[src/rtl/nv_pdp_rdma_rsp_elastic_pipe_pkg.sv]
// rtl/nv_pdp_rdma_rsp_elastic_pipe_pkg.sv - shared PDP RDMA response types and width helpers
// The response payload is 512 data bits followed by a 2-bit half-line mask.
package nv_pdp_rdma_pkg;

  localparam int RSP_PD_W = 514;

  typedef struct packed {
    logic [511:0] data;
    logic [1:0]   mask;
  } rsp_pd_t;

  // Width of a counter that must hold 0..depth inclusive.
  function automatic int cnt_w(input int depth);
    return $clog2(depth + 1);
  endfunction

endpackage

[src/rtl/nv_pdp_rdma_rsp_elastic_pipe_if.sv]
// rtl/nv_pdp_rdma_rsp_elastic_pipe_if.sv - d0/d1 response handshake bundle with status outputs
// The pipe sits on the slave side; the producer/consumer environment uses master.
interface nv_pdp_rdma_rsp_elastic_pipe_if
  import nv_pdp_rdma_pkg::*;
#(
  parameter int DW    = RSP_PD_W,
  parameter int DEPTH = 2
);
  localparam int CW = cnt_w(DEPTH);

  logic          rsp_flush;
  logic          rsp_valid_d0;
  logic [DW-1:0] rsp_pd_d0;
  logic          rsp_ready_d0;
  logic          rsp_valid_d1;
  logic [DW-1:0] rsp_pd_d1;
  logic          rsp_ready_d1;
  logic [CW-1:0] rsp_occ;
  logic          rsp_afull;

  modport master (
    output rsp_flush, rsp_valid_d0, rsp_pd_d0, rsp_ready_d1,
    input  rsp_ready_d0, rsp_valid_d1, rsp_pd_d1, rsp_occ, rsp_afull
  );

  modport slave (
    input  rsp_flush, rsp_valid_d0, rsp_pd_d0, rsp_ready_d1,
    output rsp_ready_d0, rsp_valid_d1, rsp_pd_d1, rsp_occ, rsp_afull
  );

endinterface

[src/rtl/nv_pdp_rdma_rsp_elastic_pipe_wrap_ptr.sv]
// rtl/nv_pdp_rdma_rsp_elastic_pipe_wrap_ptr.sv - buffer index register with explicit wrap at DEPTH-1
// Wraps by compare rather than overflow so non-power-of-two depths index correctly.
module nv_pdp_rdma_wrap_ptr #(
  parameter  int DEPTH = 2,
  localparam int PW    = (DEPTH > 1) ? $clog2(DEPTH) : 1
) (
  input  logic          nvdla_core_clk,
  input  logic          nvdla_core_rstn,
  input  logic          clr,
  input  logic          inc,
  output logic [PW-1:0] ptr
);

  always_ff @(posedge nvdla_core_clk or negedge nvdla_core_rstn) begin
    if (!nvdla_core_rstn) begin
      ptr <= '0;
    end else if (clr) begin
      ptr <= '0;
    end else if (inc) begin
      ptr <= (ptr == PW'(DEPTH - 1)) ? '0 : ptr + 1'b1;
    end
  end

endmodule

[src/rtl/nv_pdp_rdma_rsp_elastic_pipe.sv]
// rtl/nv_pdp_rdma_rsp_elastic_pipe.sv - DEPTH-entry elastic pipe for the PDP RDMA read-response path
// Ready, valid, occupancy and afull all come straight from flops; no d0->d1 combinational path.
module nv_pdp_rdma_rsp_elastic_pipe
  import nv_pdp_rdma_pkg::*;
#(
  parameter int DW        = RSP_PD_W,
  parameter int DEPTH     = 2,
  parameter int AFULL_LVL = 1
) (
  input logic                           nvdla_core_clk,
  input logic                           nvdla_core_rstn,
  nv_pdp_rdma_rsp_elastic_pipe_if.slave rsp
);

  localparam int CW = cnt_w(DEPTH);
  localparam int PW = (DEPTH > 1) ? $clog2(DEPTH) : 1;

  logic [DW-1:0] mem [DEPTH];
  logic [PW-1:0] wr_ptr;
  logic [PW-1:0] rd_ptr;
  logic [CW-1:0] occ;
  logic [CW-1:0] occ_nxt;
  logic          ready_q;
  logic          afull_q;
  logic          push;
  logic          pop;

  assign push = rsp.rsp_valid_d0 & ready_q;
  assign pop  = rsp.rsp_valid_d1 & rsp.rsp_ready_d1;

  always_comb begin
    occ_nxt = occ;
    if (push && !pop) begin
      occ_nxt = occ + 1'b1;
    end else if (pop && !push) begin
      occ_nxt = occ - 1'b1;
    end
  end

  // Flush outranks push/pop: whatever was offered in the flush cycle is discarded.
  always_ff @(posedge nvdla_core_clk or negedge nvdla_core_rstn) begin
    if (!nvdla_core_rstn) begin
      occ     <= '0;
      ready_q <= 1'b1;
      afull_q <= 1'b0;
    end else if (rsp.rsp_flush) begin
      occ     <= '0;
      ready_q <= 1'b1;
      afull_q <= 1'b0;
    end else begin
      occ     <= occ_nxt;
      ready_q <= (occ_nxt < CW'(DEPTH));
      afull_q <= (occ_nxt >= CW'(AFULL_LVL));
    end
  end

  always_ff @(posedge nvdla_core_clk) begin
    if (push && !rsp.rsp_flush) begin
      mem[wr_ptr] <= rsp.rsp_pd_d0;
    end
  end

  nv_pdp_rdma_wrap_ptr #(.DEPTH(DEPTH)) u_wr_ptr (
    .nvdla_core_clk  (nvdla_core_clk),
    .nvdla_core_rstn (nvdla_core_rstn),
    .clr             (rsp.rsp_flush),
    .inc             (push),
    .ptr             (wr_ptr)
  );

  nv_pdp_rdma_wrap_ptr #(.DEPTH(DEPTH)) u_rd_ptr (
    .nvdla_core_clk  (nvdla_core_clk),
    .nvdla_core_rstn (nvdla_core_rstn),
    .clr             (rsp.rsp_flush),
    .inc             (pop),
    .ptr             (rd_ptr)
  );

  assign rsp.rsp_ready_d0 = ready_q;
  assign rsp.rsp_valid_d1 = (occ != '0);
  assign rsp.rsp_pd_d1    = mem[rd_ptr];
  assign rsp.rsp_occ      = occ;
  assign rsp.rsp_afull    = afull_q;

endmodule

[src/flat_wrapper.sv]
// flat-port wrapper written by rule: the top's interface ports become plain ports
module nv_pdp_rdma_rsp_elastic_pipe_flat import nv_pdp_rdma_pkg::*;
#(
  parameter int DW        = RSP_PD_W,
  parameter int DEPTH     = 2,
  parameter int AFULL_LVL = 1
)
  (nvdla_core_clk, nvdla_core_rstn, rsp_rsp_flush, rsp_rsp_valid_d0, rsp_rsp_pd_d0, rsp_rsp_ready_d1, rsp_rsp_ready_d0, rsp_rsp_valid_d1, rsp_rsp_pd_d1, rsp_rsp_occ, rsp_rsp_afull);
  nv_pdp_rdma_rsp_elastic_pipe_if #(.DW(DW), .DEPTH(DEPTH)) rsp_i ();
  input logic nvdla_core_clk;
  input logic nvdla_core_rstn;
  input wire logic [$bits(rsp_i.rsp_flush)-1:0] rsp_rsp_flush;
  input wire logic [$bits(rsp_i.rsp_valid_d0)-1:0] rsp_rsp_valid_d0;
  input wire logic [$bits(rsp_i.rsp_pd_d0)-1:0] rsp_rsp_pd_d0;
  input wire logic [$bits(rsp_i.rsp_ready_d1)-1:0] rsp_rsp_ready_d1;
  output wire logic [$bits(rsp_i.rsp_ready_d0)-1:0] rsp_rsp_ready_d0;
  output wire logic [$bits(rsp_i.rsp_valid_d1)-1:0] rsp_rsp_valid_d1;
  output wire logic [$bits(rsp_i.rsp_pd_d1)-1:0] rsp_rsp_pd_d1;
  output wire logic [$bits(rsp_i.rsp_occ)-1:0] rsp_rsp_occ;
  output wire logic [$bits(rsp_i.rsp_afull)-1:0] rsp_rsp_afull;
  assign rsp_i.rsp_flush = rsp_rsp_flush;
  assign rsp_i.rsp_valid_d0 = rsp_rsp_valid_d0;
  assign rsp_i.rsp_pd_d0 = rsp_rsp_pd_d0;
  assign rsp_i.rsp_ready_d1 = rsp_rsp_ready_d1;
  assign rsp_rsp_ready_d0 = rsp_i.rsp_ready_d0;
  assign rsp_rsp_valid_d1 = rsp_i.rsp_valid_d1;
  assign rsp_rsp_pd_d1 = rsp_i.rsp_pd_d1;
  assign rsp_rsp_occ = rsp_i.rsp_occ;
  assign rsp_rsp_afull = rsp_i.rsp_afull;
  nv_pdp_rdma_rsp_elastic_pipe #(.DW(DW), .DEPTH(DEPTH), .AFULL_LVL(AFULL_LVL)) u_core (.nvdla_core_clk(nvdla_core_clk), .nvdla_core_rstn(nvdla_core_rstn), .rsp(rsp_i));
endmodule
[config.mk]
export PLATFORM = sky130hd
export DESIGN_NAME = nv_pdp_rdma_rsp_elastic_pipe_flat
export DESIGN_NICKNAME = d
export VERILOG_FILES = /design/src/rtl/nv_pdp_rdma_rsp_elastic_pipe_pkg.sv /design/src/rtl/nv_pdp_rdma_rsp_elastic_pipe_if.sv /design/src/rtl/nv_pdp_rdma_rsp_elastic_pipe_wrap_ptr.sv /design/src/rtl/nv_pdp_rdma_rsp_elastic_pipe.sv /design/src/flat_wrapper.sv
export SDC_FILE = /design/constraint.sdc
export NUM_CORES = 1
export LEC_CHECK = 0
export ABC_AREA = 1
export CORE_AREA = 5 5 405 407
export CTS_CLUSTER_SIZE = 25
export DETAILED_ROUTE_END_ITERATION = 8
export DIE_AREA = 0 0 410 412
export GPL_ROUTABILITY_DRIVEN = 0
export PLACE_DENSITY = 0.42
export SLEW_MARGIN = 30
export SYNTH_ARGS = -nofsm -noshare
export SYNTH_HDL_FRONTEND = slang
export SYNTH_SLANG_ARGS = --single-unit
[constraint.sdc]
create_clock -name nvdla_core_clk -period 31.4 [get_ports nvdla_core_clk]
set_input_delay 7.85 -clock nvdla_core_clk [delete_from_list [all_inputs] [get_ports nvdla_core_clk]]
set_output_delay 7.85 -clock nvdla_core_clk [all_outputs]
set_load 0.05 [all_outputs]
==> impl_metrics.ini <==
[placed_design]
place_ws_ns = 18.23
dp.final_hpwl_mm = 96.3
io_buffer_count = 1037

[clocking]
cts_hold_buf = 0
cts_setup_buffers = 0
root_buffer = clkbuf_16
htreeDepth = 3
cts_inserted_buffers = 118
tritoncts = yes
clk_path_buf_depth = 3
clkSinkCount = 1034
clock_latency_ns = 0.72
clk_pin_slew_worst_paths_ns = 0.06
post_cts_resized = 0

[sta]
max_slew_margin_pct = 38.4
setup_tns_ns = 0
clock-skew-final_ns = 0.0279
rsz0062_at_grt = false
fin_crit_sh_pct = 42.6
hold_viol_final = 0
slew_viol_final = 0
clock.fmax_mhz = 74.7
tightest_slew_ns = 0.924
period_minus_slack_ns = 13.39
setup_viol = 0
fin_hold_ws_ns = 0.556
worst_slack_ns = 18.01

[die]
design.core.area_mm2 = 0.160
rows = 147
initial_core_util_pct = 23.5
die_x_um = 410
die_h_um = 412
die_area_mm2 = 0.169
boundaryPins = 1038

[synthesis]
synth_nets = 3242
yosysWarnings = 0
syn_area_mm2 = 0.0375
ys_types = 16
synthTopCellsByArea = edfxtp_1 (82%), nand2_1 (16%), buf_2 (1.2%), dfrtp_1 (0.33%), buf_4 (0.18%)
avgSynthCellArea_um2 = 13.8
synthCells = 2722
yosys.area.top_type = edfxtp_1
synth.top_cell.area_share_pct = 82.3
ys_ff_latch = 1034
ys_seq_area_share_pct = 82.7

[grt]
grt_util_all_layers_pct = 15.1
overflow = 0
grt_max_degree = 136
antenna_found_initial = 71
grt_pass1_vias = 24200
grt_pass1_wl_mm = 183

[route]
drtIter0Drc = 1687
drc_errors = 0
vias = 24400
ant_nets = 0
top_layer = met5
wl_met1_mm = 49.1
avgRoutedWirePerCell_um = 22.3
routed_via_density = 4.06
drt_first_pass_iters = 5
wl_mm = 134
dr_wl_met3_mm = 14.6
routed-wl-met2_mm = 67.2

[final_layout]
n_fill_cell = 15700
area_growth_pct = 44.3
drive_gt1_share_pct = 5.37
layout_common_cells = nand2_1 (1555), clkdlybuf4s50_1 (1036), edfxtp_1 (1028)
multi_input_area_mm2 = 0.00591
fin_nets = 4316
layout_commonest_cell = nand2_1
seq_area_mm2 = 0.0310

[power]
p_per_area_mw_per_mm2 = 83.4
leakage_nw = 20.1
power_mw = 4.52
ir_drop_v = 0.0000526

[worst_setup_path]
required_ns = 23.55
cp_data_arrival_time_ns = 5.54
crit_fanout = 124
cp-end-kind = primary output
worstSetupPathType = reg -> out
cp-start-kind = flip-flop

[job]
drv_cap = 0

[hold_path]
worstHoldPathType = reg -> reg

[run_status]
status = finished, final reports clean
## where the power goes
part           switching [mW]  internal [mW]
Sequential             0.0314           1.65
Combinational            1.08          0.416
Clock                   0.559          0.783
## sequential cells by signal (all words and copies together), names as in the netlist
signal                   count
u_core.u_rd_ptr.ptr          1
u_core.rsp.rsp_afull         1
u_core.mem                1028
u_core.rsp.rsp_ready_d0      1
u_core.u_wr_ptr.ptr          1
u_core.rsp.rsp_occ           2
## routing by layer
metal | GRT usage, % | vias to the layer above
met5 | 0 | -
met4 | 4.28 | 58
met3 | 7.16 | 213
met2 | 26.3 | 868
met1 | 16.5 | 11800
li1 | - | 11400
## worst max-delay path, cell delays in order (launching register included)
cell	delay, ns
dfrtp_4	0.74
inv_8	0.65
buf_4	0.72
buf_4	0.72
buf_4	0.62
nand2_1	0.10
nand2_1	0.09
clkdlybuf4s50_1	0.83
## cell families (layout without fill, tap and decap cells)
kind of cell	count (synthesis)	count (layout)	share of synthesized area, %
simple gates	1561	1561	15.6
flops	1034	1034	82.7
buf+inv	123	1292	1.62
compound gates	3	3	0.0433
fa+ha+maj	1	1	0.0333
other cells	0	31	0
## synthesized netlist by cell type
master	count
nand2_1	1555
dfrtp_1	5
buf_1	6
nor2_1	2
nand3_1	4
dfstp_2	1
buf_2	90
o22ai_1	1
buf_4	9
o21ai_0	1
a21oi_1	1
ha_1	1
edfxtp_1	1028
clkbuf_1	9
inv_1	8
inv_2	1
## metrics by stage
step                      utilization, %  area (µm²)  cells
after floorplan                        -       37500   2722
after global placement              31.4       50200   5761
after detailed placement            31.4       50200   5761
after CTS                           33.8       54000   5976
after global routing                33.8       54100   5986
final                               33.9       54100   6008
## cell type report
| type | count | share of cell area, % |
|---|---|---|
| inverters | 9 | 0.0763 |
| clock inverters | 72 | 1.26 |
| clock buffers | 143 | 5.80 |
| well taps | 2086 | 4.82 |
| multi-input cells | 1565 | 10.9 |
| flip-flops and latches | 1034 | 57.3 |
| repair buffers | 1068 | 19.7 |
| diodes | 31 | 0.143 |
## final timing paths
| path | start | endpoint | slack, ns | cells after the start |
|---|---|---|---|---|
| setup / recovery | u_core.u_rd_ptr.ptr$_DFFE_PN0P_ | rsp_rsp_pd_d1[298] | 18.01 | 7 |
| hold / removal | u_core.u_wr_ptr.ptr$_DFFE_PN0P_ | u_core.u_wr_ptr.ptr$_DFFE_PN0P_ | 0.56 | 1 |
| setup reg to reg | u_core.rsp.rsp_ready_d0$_DFF_PN1_ | u_core.mem[1][244]$_DFFE_PP_ | 26.24 | 6 |
| hold reg to reg | u_core.u_wr_ptr.ptr$_DFFE_PN0P_ | u_core.u_wr_ptr.ptr$_DFFE_PN0P_ | 0.56 | 1 |
| max in group asynchronous | nvdla_core_rstn | u_core.rsp.rsp_ready_d0$_DFF_PN1_ | 23.68 | 1 |
| min in group asynchronous | nvdla_core_rstn | u_core.rsp.rsp_afull$_DFF_PN0_ | 7.41 | 1 |
Power figures use the tool's default switching activity.
